File: config.mk
export PLATFORM = sky130hd
export DESIGN_NAME = nrisc_ula
export DESIGN_NICKNAME = d
export VERILOG_FILES = /design/src/rtl/nrisc_ula_pkg.sv /design/src/rtl/nrisc_ula_shifter.sv /design/src/rtl/nrisc_ula.sv
export SDC_FILE = /design/constraint.sdc
export NUM_CORES = 1
export LEC_CHECK = 0
export CAP_MARGIN = 20
export CORE_MARGIN = 2
export CORE_UTILIZATION = 50
export DETAILED_ROUTE_END_ITERATION = 6
export PLACE_DENSITY_LB_ADDON = 0.05
export SETUP_SLACK_MARGIN = 0.02
export SLEW_MARGIN = 25
export SYNTH_ARGS = -nofsm -noshare
export SYNTH_HDL_FRONTEND = slang
export SYNTH_HIERARCHICAL = 1
export SYNTH_SLANG_ARGS = --single-unit
File: constraint.sdc
create_clock -name clk -period 8.05 [get_ports clk]
set_input_delay 2.415 -clock clk [delete_from_list [all_inputs] [get_ports clk]]
set_output_delay 2.415 -clock clk [all_outputs]
set_load 0.01 [all_outputs]
File: src/rtl/nrisc_ula_pkg.sv
// Shared opcodes and flag bit positions for the NRISC ULA.
package nrisc_ula_pkg;

  // Opcodes decoded from ULA_ctrl; bit 3 only matters for shift/rotate codes.
  localparam logic [3:0] OP_ADD = 4'b0000;
  localparam logic [3:0] OP_SUB = 4'b0001;
  localparam logic [3:0] OP_AND = 4'b0010;
  localparam logic [3:0] OP_OR  = 4'b0011;
  localparam logic [3:0] OP_XOR = 4'b0100;
  localparam logic [3:0] OP_SHR = 4'b0101;
  localparam logic [3:0] OP_RTR = 4'b1101;
  localparam logic [3:0] OP_SHL = 4'b0110;
  localparam logic [3:0] OP_RTL = 4'b1110;
  localparam logic [3:0] OP_NOT = 4'b0111;

  localparam int FLG_Z = 0;
  localparam int FLG_N = 1;
  localparam int FLG_C = 2;

endpackage

File: src/rtl/nrisc_ula_shifter.sv
// Single-bit shift/rotate unit for the ULA; also returns the bit shifted out.
module nrisc_ula_shifter #(
  parameter int TAM = 16
) (
  input  logic [TAM-1:0] a_i,
  input  logic           rot_i,
  input  logic           left_i,
  output logic [TAM-1:0] res_o,
  output logic           shout_o
);

  always_comb begin
    if (left_i) begin
      res_o   = {a_i[TAM-2:0], rot_i ? a_i[TAM-1] : 1'b0};
      shout_o = a_i[TAM-1];
    end else begin
      res_o   = {rot_i ? a_i[0] : 1'b0, a_i[TAM-1:1]};
      shout_o = a_i[0];
    end
  end

endmodule

File: src/rtl/nrisc_ula.sv
// NRISC 16-bit ULA: combinational result, registered Z/N/C flags.
// Define NRISC_ULA_FLAGS_COMB_EN to drive ULA_flags straight from the next-flag logic.
module nrisc_ula
  import nrisc_ula_pkg::*;
#(
  parameter int TAM = 16
) (
  input  logic           clk,
  input  logic           rst,
  input  logic [TAM-1:0] ULA_A,
  input  logic [TAM-1:0] ULA_B,
  input  logic           incdec,
  input  logic           cmp2,
  input  logic [3:0]     ULA_ctrl,
  output logic [TAM-1:0] ULA_OUT,
  output logic [2:0]     ULA_flags
);

  logic [TAM-1:0] bop;
  logic [TAM:0]   sum, diff;
  logic           lt_s;
  logic [TAM-1:0] sh_res;
  logic           sh_out;
  logic           carry;
  logic [2:0]     flags_d;

  assign bop  = incdec ? {{(TAM-1){1'b0}}, 1'b1} : ULA_B;
  assign sum  = {1'b0, ULA_A} + {1'b0, bop};
  // MSB of the widened difference is the unsigned borrow.
  assign diff = {1'b0, ULA_A} - {1'b0, bop};
  assign lt_s = $signed(ULA_A) < $signed(bop);

  nrisc_ula_shifter #(.TAM(TAM)) u_shifter (
    .a_i     (ULA_A),
    .rot_i   (ULA_ctrl[3]),
    .left_i  (ULA_ctrl[1]),
    .res_o   (sh_res),
    .shout_o (sh_out)
  );

  always_comb begin
    ULA_OUT = ~ULA_A;
    carry   = 1'b0;
    case (ULA_ctrl[2:0])
      OP_ADD[2:0]: begin ULA_OUT = sum[TAM-1:0];  carry = sum[TAM]; end
      OP_SUB[2:0]: begin ULA_OUT = diff[TAM-1:0]; carry = cmp2 ? lt_s : diff[TAM]; end
      OP_AND[2:0]: ULA_OUT = ULA_A & ULA_B;
      OP_OR[2:0]:  ULA_OUT = ULA_A | ULA_B;
      OP_XOR[2:0]: ULA_OUT = ULA_A ^ ULA_B;
      OP_SHR[2:0],
      OP_SHL[2:0]: begin ULA_OUT = sh_res; carry = sh_out; end
      default:     ULA_OUT = ~ULA_A;
    endcase
  end

  always_comb begin
    flags_d        = 3'b000;
    flags_d[FLG_Z] = (ULA_OUT == '0);
    flags_d[FLG_N] = ULA_OUT[TAM-1];
    flags_d[FLG_C] = carry;
  end

`ifdef NRISC_ULA_FLAGS_COMB_EN
  logic unused_clk_rst;
  assign unused_clk_rst = clk ^ rst;
  assign ULA_flags = flags_d;
`else
  logic [2:0] flags_q;

  always_ff @(posedge clk or negedge rst) begin
    if (!rst) flags_q <= 3'b000;
    else      flags_q <= flags_d;
  end

  assign ULA_flags = flags_q;
`endif

endmodule

Yosys cells after proc, flatten, opt, wreduce, memory -nomap -nowiden
Cells that the tools add are included.
{"block": "classes", "n_addsub": 2, "magnitude_cmp": 1, "eq_ne": 6, "n_mux": 8, "n_bitwise": 4, "n_reduce_logical": 3}
{"operator": "$pmux 16 s6", "count": 1}
{"operator": "$mux 16", "count": 2}
{"operator": "$add 16x16->17", "count": 1}
{"operator": "$sub 16x16->17", "count": 1}
{"operator": "$and 16x16->16", "count": 1}
{"operator": "$logic_not 16->1", "count": 1}
{"operator": "$lt 16x16->1", "count": 1}
{"operator": "$not 16->16", "count": 1}
{"operator": "$or 16x16->16", "count": 1}
{"operator": "$xor 16x16->16", "count": 1}
{"operator": "$eq 3x3->1 const B", "count": 3}
{"operator": "$eq 3x2->1 const B", "count": 2}
{"operator": "$mux 1", "count": 4}
{"operator": "$eq 3x1->1 const B", "count": 1}
{"operator": "$logic_not 3->1", "count": 1}
{"operator": "$pmux 1 s3", "count": 1}
{"operator": "$reduce_or 2->1", "count": 1}
{"block": "word_totals", "register_bits": 3, "elab_cells": 25}

Logic depth before layout (Yosys ltp)
Gate-level depths: netlist of the first run.
{"block": "logic_depth", "depth_word": 4, "mapped_depth": 14, "ltp_nobuf": 13}

Hierarchy
Netlist of the first run, hierarchy kept.
{"module": "nrisc_ula", "n_inst": 1, "cells_each": 511, "area_each_um2": 3567.2, "seq_area_each_um2": 75.1}
{"module": "nrisc_ula_shifter", "n_inst": 1, "cells_each": 23, "area_each_um2": 249.0, "seq_area_each_um2": 0.0}

Least setup slack after synthesis of the first run
OpenSTA, ideal clock, no wires.
{"block": "synth_path", "path_kind": "input -> output", "from": "in incdec", "to": "out ULA_OUT[14]", "t_arrival_ps": 4732, "path_slack_ps": 903, "path_stages": 11, "cell_sequence": "clkbuf_1 -> nand2b_1 -> ha_1 -> buf_6 -> nor2b_4 -> o31a_1 -> o21ai_2 -> a21oi_1 -> or2_2 -> o311a_1 -> a221oi_2"}
{"block": "synth_between", "elab_chain_cells": 3, "word_cells_on_any_way": 4, "cone_classes": "2 x add/sub; 2 x mux"}
{"item": "from (decl)", "line": "nrisc_ula.sv:12", "rtl": "input logic incdec,"}
{"item": "$mux 16 (*)", "line": "nrisc_ula.sv:27", "rtl": "assign bop = incdec ? {{(TAM-1){1'b0}}, 1'b1} : ULA_B;"}
{"item": "$sub 16x16->17 or $add 16x16->17 (tied branches)", "line": "nrisc_ula.sv:30, nrisc_ula.sv:28"}
{"item": "$pmux 16 s6 (*)", "line": "nrisc_ula.sv:44", "rtl": "case (ULA_ctrl[2:0])"}
{"item": "to (decl)", "line": "nrisc_ula.sv:15", "rtl": "output logic [TAM-1:0] ULA_OUT,"}
Mark *: on every way between the ends. The rest lies on a longest branch, timed or not.

Worst setup path in the final report of the first run
{"block": "layout_path", "from": "in incdec", "to": "out ULA_OUT[8]"}
Same word-level chain as after synthesis.

==> out/metrics.yaml, run 1 <==
timing:
  finalHoldViolCount: 0
  slew_viol_final: 0
  finalCritPeriodShare_pct: 98.6
  worst_pin_slew_ps: 657
  worst_hold_slack_ps: 2370
  finalSetupViolations: 0
  max_slew_margin_pct: 56.2
  max_clock_freq_mhz: 126
  min_period_ps: 7940
  rsz0062_at_grt: "false"
floorplan:
  rows: 31
  die_area_mm2: 0.00835
  start_util_pct: 52.1
  fp.dieH_um: 91.4
  die_x_um: 91.4
  coreArea_mm2: 0.00733
  ios: 59
yosys:
  ys_warn_count: 6
  synth_common_cells: "ha_1 (66), inv_1 (64), nor2_1 (38)"
  yosys_most_used_dff: "dfrtp_1"
  synthDistinctLibCells: 81
  syn_nets: 642
  synth_cells: 534
  ys_top_cells_by_area: "ha_1 (22%), inv_1 (6.3%), mux2_2 (4.7%)"
  synth_edf_count: 0
  synth_top_cell_by_area: "ha_1"
  synthArstFlopShare_pct: 100
  ys_seq_area_share_pct: 1.97
  synth_top_area_share_pct: 21.6
  syn_area_per_cell_um2: 7.15
  synth-seq-cells: 3
  yosysMostFrequentCell: "ha_1"
  syn_area_mm2: 0.00382
clock_tree:
  cts_root_buffer: "clkbuf_8"
  tritoncts: "yes"
  clock_sinks: 3
  clk_pin_slew_ps: 40
  cts_made_buffers: 3
  postCtsHoldBufs: 0
  h-tree-depth: 1
  clk_path_buf_depth: 2
global_route:
  grtUsageMet3_pct: 3.90
  grtUsageMet2_pct: 54.2
  grt_max_degree: 32
  grt-busiest-layer: "met2"
  grtUsageMet1_pct: 46.0
  grt.overflow.total: 0
  grt_pass1_vias: 4416
  antenna_found_initial: 0
  grt.total_usage_pct: 32.8
  grt_pass1_wl_mm: 22.4
outcome:
  status: "finished, final reports clean"
layout:
  antenna_cells: 0
  final_util_pct: 71.2
  drive_above_1_share_pct: 24.8
  nets: 769
  area_growth_pct: 36.8
  largest_reg_flops: 3
routing:
  first_iter_violations: 315
  vias: 4478
  drtAntennaViolNets: 0
  firstDrtPassIters: 6
  vias_per_cell: 5.90
  route.detailed.drc: 0
  wire_per_inst_um: 18.2
  wl_mm: 13.8
min_path:
  hp-class: "input pin to async pin"
critical_path:
  cp_max_fo: 5
  crit_buf_inv: 5
  path_common_cell: "buf_4"
  arrival_ps: 5520
  cp_cell_sequence: "clkdlybuf4s50_1 -> buf_4 -> or2_2 -> buf_4 -> ha_1 -> fa_1 -> nor2b_4 -> o31a_1 -> buf_4 -> o21ai_0 -> xor2_1 -> o21ai_1 -> and2_1 -> dlygate4sd2_1"
  worst-endpoint-required_ps: 5640
  crit_slowest_cell: "fa_1"
  end_kind: "output port"
  cp_top_family: "buffers and inverters"
  slowest_delay_ps: 450
  worst_setup_path_start_kind: "input pin"
  crit_type: "input pin to output port"
power_and_ir_drop:
  report.power.total_w: 0.000429
  leakage_nw: 2.53
  ir_drop_uv: 41.6
  p_per_area_mw_per_mm2: 82.1
place:
  dp_hpwl_mm: 11.1
  io_buffers: 58
  place_congestion: 0.941
job:
  drv_cap: 0
## cell type report
cell class,instances,area [um2]
tap,99,124
fill,614,2110
multi-input combinational,434,3460
timing repair buffer,152,1260
clock buffer,4,45.0
inverter,67,251
sequential,3,75.1
## worst paths after layout
path | start | endpoint | slack (ps) | cells past startpoint
max | incdec | ULA_OUT[8] | 110 | 14
min | rst | ULA_flags[0] | 2370 | 1
max in group asynchronous | rst | ULA_flags[2] | 5540 | 1
min in group clk | ULA_ctrl[1] | ULA_flags[2] | 3100 | 4
## timing repair
item,CTS,global route
gates resized for setup,27,19
endpoints found under the setup margin,10,8
setup buffers,3,1
pin swaps,8,8
## power by group
group	switching, W	internal [W]
registers	0.000000302	0.0000164
clock network	0.0000130	0.0000340
logic	0.000190	0.000175
total	0.000203	0.000226
## cells in the final DEF (no fill, tap or decap), types with 9 or more instances in the layout
| master | count |
|---|---|
| buf_4 | 94 |
| inv_1 | 64 |
| ha_1 | 62 |
| clkdlybuf4s50_1 | 45 |
| nor2_1 | 38 |
| nand2_1 | 35 |
| o21ai_0 | 33 |
| a21oi_1 | 24 |
| nand2b_1 | 19 |
| nor3_1 | 16 |
| mux2_2 | 16 |
| mux2i_1 | 12 |
| nor2b_1 | 10 |
| xnor2_1 | 10 |
| o211ai_1 | 10 |
| nand3_1 | 9 |
## logic make-up (layout without fill, tap and decap cells)
kind of cell             count (synthesis)  after routing  synth area share [%]
multiplexers                            34             34                  10.2
buffers and inverters                   97            223                  10.9
XOR/XNOR                                13             13                  2.98
AO/OA/AOI/OAI                          152            152                  28.2
flip-flops                               3              3                  1.97
adder cells (fa/ha/maj)                 69             69                  23.0
AND/OR/NAND/NOR                        166            166                  22.8
## through the flow
stage / setup slack [ps] / TNS, ps / std cells / cell area, um2
after floorplan: 903 / 0 / 534 / 3820
after global placement: -191 / -977 / 751 / 5030
after detailed placement: -256 / -1420 / 751 / 5030
after CTS: 34.4 / 0 / 758 / 5140
after global routing: 0.211 / 0 / 759 / 5220
final: 111 / 0 / 759 / 5220
## layer usage
metal  wire (um)  up-vias  part of all wire [%]
met5           0        -                     0
li1            -     2176                     -
met4         193        0                   1.4
met2        6260      201                    45
met3        1090       20                   7.9
met1        6260     2081                    45
No activity file was read; power rests on OpenSTA's default activity.
==> run 2, diff against run 1 <==
--- a/config.mk
+++ b/config.mk
@@ -6,8 +6,9 @@
 export NUM_CORES = 1
 export LEC_CHECK = 0
 export CAP_MARGIN = 20
-export CORE_MARGIN = 2
+export CORE_MARGIN = 10
 export CORE_UTILIZATION = 50
+export CTS_CLUSTER_DIAMETER = 100
 export DETAILED_ROUTE_END_ITERATION = 6
 export PLACE_DENSITY_LB_ADDON = 0.05
 export SETUP_SLACK_MARGIN = 0.02
==> run 2 against run 1 <==
Via count up 3.6%; critical path type unchanged; design area up 1.4%; routed wire length up 5.6%; total power up 1.2%; sequential share of layout area about the same; critical path depth down 1; combinational power up 2%.
==> out/metrics.yaml, run 2 (synthesis results as in run 1) <==
global_route:
  grt.overflow.total: 0
  grt_pass1_vias: 4417
  grt.total_usage_pct: 23.9
  grt_pass1_wl_mm: 22.8
  grt_max_degree: 25
  antenna_found_initial: 1
critical_path:
  cp_max_fo: 3
  slowest_delay_ps: 490
  worst_setup_path_start_kind: "input pin"
  crit_type: "input pin to output port"
  cp_cell_sequence: "clkdlybuf4s50_1 -> or2_2 -> buf_4 -> ha_1 -> fa_2 -> nor2b_4 -> o31a_1 -> buf_4 -> o21a_1 -> nor2_1 -> a21bo_1 -> a31o_2 -> clkdlybuf4s50_1"
  arrival_ps: 5510
  crit_slowest_cell: "clkdlybuf4s50_1"
  worst-endpoint-required_ps: 5640
  end_kind: "output port"
floorplan:
  die_area_mm2: 0.0115
  ios: 59
  fp.dieH_um: 107
  rows: 31
  coreArea_mm2: 0.00733
  die_x_um: 107
  start_util_pct: 52.1
power_and_ir_drop:
  clockPowerShare_pct: 10.0
  power.internal_w: 0.000234
  ir_drop_uv: 37.7
  pwr-share-seq_pct: 3.8
  leakage_nw: 2.58
  p_sw_share_pct: 46.1
  report.power.total_w: 0.000434
  switchingPower_w: 0.000200
  p_per_area_mw_per_mm2: 82.0
  p_comb_share_pct: 86.2
timing:
  finalHoldViolCount: 0
  rsz0062_at_grt: "false"
  finalSetupViolations: 0
  min_period_ps: 7930
  max_slew_margin_pct: 62.9
  worst_pin_slew_ps: 552
  finalCritPeriodShare_pct: 98.5
  max_clock_freq_mhz: 126
  slew_viol_final: 0
routing:
  firstDrtPassIters: 5
  first_iter_violations: 346
  vias: 4638
  route.detailed.drc: 0
  drtAntennaViolNets: 0
  wl_mm: 14.6
  vias_per_cell: 6.02
  wire_per_inst_um: 18.9
clock_tree:
  clk_path_buf_depth: 2
  tritoncts: "yes"
  clk_pin_slew_ps: 30
  cts_root_buffer: "clkbuf_8"
  clock_sinks: 3
  cts_made_buffers: 3
  h-tree-depth: 1
layout:
  antenna_cells: 0
  multi_input_area_mm2: 0.00344
  fin_area_mm2: 0.00530
  drive_above_1_share_pct: 25.3
  seq_area_um2: 75.1
  final_common_cell: "buf_4"
  final_util_pct: 72.2
  area_growth_pct: 38.8
  final_cell_mix: "buf_4 (105), inv_1 (64), ha_1 (63)"
  fill_cells: 625
  largest_reg_flops: 3
  nets: 780
  stdcell_count: 770
place:
  placedCellCount: 757
  place_congestion: 1.02
  dpl_cell_area_mm2: 0.00507
  dp_hpwl_mm: 11.7
  io_buffers: 58
outcome:
  status: "finished, final reports clean"
job:
  drv_cap: 0
min_path:
  hp-class: "input pin to async pin"
## run 2: changes by cell type in the layout (fill, tap and decap cells not counted), sizes merged
| cell | delta |
|---|---|
| dlygate4sd2 | -3 |
| clkbuf | -1 |
| clkdlybuf4s50 | +3 |
| dlymetal6s2s | +2 |
| buf | +10 |
## run 2: worst max-delay path by stage
stage / startpoint / end / depth (start not counted)
3_3_place_gp: incdec / ULA_OUT[14] / 11
5_1_grt: ULA_B[0] / ULA_OUT[6] / 13
4_1_cts: ULA_B[2] / ULA_OUT[15] / 15
2_1_floorplan: incdec / ULA_OUT[14] / 11
3_5_place_dp: incdec / ULA_OUT[14] / 12
6_report: ULA_B[0] / ULA_OUT[6] / 13
## run 2: repair_timing
| action | CTS | global route |
|---|---|---|
| pin swaps | 3 | 10 |
| setup buffers | 4 | 5 |
| hold buffers | 0 | 0 |
| gates resized for setup | 13 | 20 |
| endpoints found under the setup margin | 9 | 9 |
## run 2: critical path: cells and delay by family
family          cells  cell delay [ps]
buf+inv             4             1220
compound gates      4              770
fa+ha+maj           2              600
simple gates        3              490
## run 2: metrics by stage
step           hold WS, ps  setup slack, ps  TNS [ps]
3_3_place_gp          2600             -264      -960
5_1_grt               2400             26.0         0
4_1_cts               2390             27.4         0
3_5_place_dp          2610             -346     -1410
2_1_floorplan         2120              903         0
6_report              2390              123         0
## run 2: power groups by stage
stage	sequential [W]	combinational (W)	clock, W
detailed placement	0.0000169	0.000351	0
CTS	0.0000167	0.000359	0.0000438
finish	0.0000167	0.000374	0.0000432
floorplan	0.0000177	0.000194	0
global route	0.0000168	0.000406	0.0000454
global placement	0.0000169	0.000346	0
## run 2: layout make-up
cell class / instances / share of cell area, %
multi-input cells: 434 / 64.9
clock buffers: 4 / 0.850
inverters: 67 / 4.75
flip-flops and latches: 3 / 1.42
well taps: 99 / 2.34
repair buffers: 163 / 25.8
## run 2: metal layers
layer	vias to the layer above	GRT usage (%)	share of wire [%]
met5	-	0	0.089
met4	2	4.29	1.4
met3	20	2.75	9.1
met2	209	39.9	46
met1	2214	32.5	44
li1	2193	-	-
==> run 3, diff against run 2 <==
--- a/config.mk
+++ b/config.mk
@@ -7,7 +7,7 @@
 export LEC_CHECK = 0
 export CAP_MARGIN = 20
 export CORE_MARGIN = 10
-export CORE_UTILIZATION = 50
+export CORE_UTILIZATION = 57
 export CTS_CLUSTER_DIAMETER = 100
 export DETAILED_ROUTE_END_ITERATION = 6
 export PLACE_DENSITY_LB_ADDON = 0.05
==> run 3 against run 2 <==
Combinational power about the same; non-clock buffer count down 13; critical path type unchanged; critical endpoint is now ULA_OUT[2]; clock power up 6.0%; total power up 0.78%; global-route usage up 2.5 points.
==> out/metrics.yaml, run 3 (synthesis results as in run 1) <==
critical_path:
  worst_setup_path_start_kind: "input pin"
  crit_slowest_cell: "clkdlybuf4s50_1"
  cp_max_fo: 5
  worst-endpoint-required_ps: 5640
  arrival_ps: 5510
  slowest_delay_ps: 500
  cp-startpoint: "incdec"
  crit_type: "input pin to output port"
  end_kind: "output port"
  cp_cell_sequence: "clkdlybuf4s50_1 -> buf_4 -> or2_2 -> ha_1 -> fa_2 -> buf_4 -> xnor2_1 -> a221oi_1 -> a31oi_1 -> a311oi_1 -> a21oi_1 -> clkdlybuf4s50_1"
  endpoint: "ULA_OUT[2]"
place:
  place_congestion: 1.04
  placedCellCount: 726
  dp_hpwl_mm: 11.2
  io_buffers: 58
floorplan:
  fp.dieH_um: 102
  die_area_mm2: 0.0104
  start_util_pct: 59.4
  ios: 59
  rows: 29
  die_x_um: 102
  coreArea_mm2: 0.00642
global_route:
  grt_pass1_vias: 4670
  antenna_found_initial: 0
  grt_max_degree: 36
  grt_pass1_wl_mm: 22.6
  grt.overflow.total: 0
  grt.total_usage_pct: 26.4
layout:
  drive_above_1_share_pct: 25.4
  stdcell_count: 735
  antenna_cells: 0
  final_common_cell: "buf_4"
  nets: 767
  final_cell_mix: "buf_4 (92), inv_1 (64), ha_1 (64)"
  area_growth_pct: 36.8
  largest_reg_flops: 3
job:
  drv_cap: 0
power_and_ir_drop:
  p_comb_share_pct: 85.7
  pwr-share-seq_pct: 3.8
  p_per_area_mw_per_mm2: 83.8
  switchingPower_w: 0.000208
  ir_drop_uv: 48.2
  leakage_nw: 2.53
  clockPowerShare_pct: 10.5
  report.power.total_w: 0.000438
  power.internal_w: 0.000229
  p_sw_share_pct: 47.6
routing:
  drtAntennaViolNets: 0
  wire_per_inst_um: 19.5
  vias_per_cell: 6.35
  first_iter_violations: 303
  firstDrtPassIters: 5
  wl_mm: 14.3
  route.detailed.drc: 0
  vias: 4666
timing:
  min_period_ps: 7920
  worst_hold_slack_ps: 2370
  slew_viol_final: 0
  worst_pin_slew_ps: 581
  max_clock_freq_mhz: 126
  finalSetupViolations: 0
  finalHoldViolCount: 0
  max_slew_margin_pct: 61.3
  finalCritPeriodShare_pct: 98.4
clock_tree:
  tritoncts: "yes"
  postCtsHoldBufs: 0
  cts_made_buffers: 3
  cts_root_buffer: "clkbuf_8"
  clk_path_buf_depth: 2
  clock_sinks: 3
  h-tree-depth: 1
  clk_pin_slew_ps: 30
outcome:
  status: "finished, final reports clean"
min_path:
  hp-class: "input pin to async pin"
## run 3: power by group through the flow
stage | logic, W | clock network (W) | registers (W)
after global routing | 0.000404 | 0.0000486 | 0.0000169
after CTS | 0.000354 | 0.0000467 | 0.0000168
after detailed placement | 0.000348 | 0 | 0.0000169
after floorplan | 0.000194 | 0 | 0.0000177
after global placement | 0.000339 | 0 | 0.0000169
final | 0.000375 | 0.0000458 | 0.0000168
## run 3: worst min path at each step
stage,end,start,cells after the start
floorplan,ULA_flags[0],rst,0
global placement,ULA_flags[1],rst,1
detailed placement,ULA_flags[2],rst,1
CTS,ULA_flags[0],rst,1
global route,ULA_flags[2],rst,1
finish,ULA_flags[0],rst,1
## run 3: per-stage QoR
step	util (%)	area [um2]	setup TNS, ps	setup WS [ps]
floorplan	-	3820	0	903
global placement	77.5	4980	-950	-215
detailed placement	77.5	4980	-1330	-405
CTS	79.2	5080	0	9.04
global route	81.3	5220	-5.00	-5.00
finish	81.3	5220	0	130
## run 3: cell type report
type                       count  area, um2
timing repair buffer         150       1250
clock buffer                   4       45.0
multi-input combinational    434       3500
inverter                      67        251
fill                         453       1200
tap                           77       96.3
sequential                     3       75.1
## run 3: per-layer routing
layer / track usage [%] / vias to the layer above / share of wire, %
met5: 0 / - / 0
li1: - / 2166 / -
met1: 34.9 / 2202 / 42
met3: 3.71 / 34 / 8.7
met2: 43.0 / 264 / 47
met4: 9.00 / 0 / 2.3
## run 3: repair_timing
item | CTS | global route
setup endpoints to repair | 8 | 10
buffers inserted | 2 | 3
pin swaps | 2 | 9
resized for setup | 19 | 37
cloned | 0 | 0
## run 3: worst max-delay path: cells and delay by family
family | cells | cell delay [ps]
AOI/OAI and AO/OA | 4 | 760
and+or+nand+nor | 1 | 330
buffers and inverters | 4 | 1260
xor gates and xnor gates | 1 | 120
adders and majority gates | 2 | 630
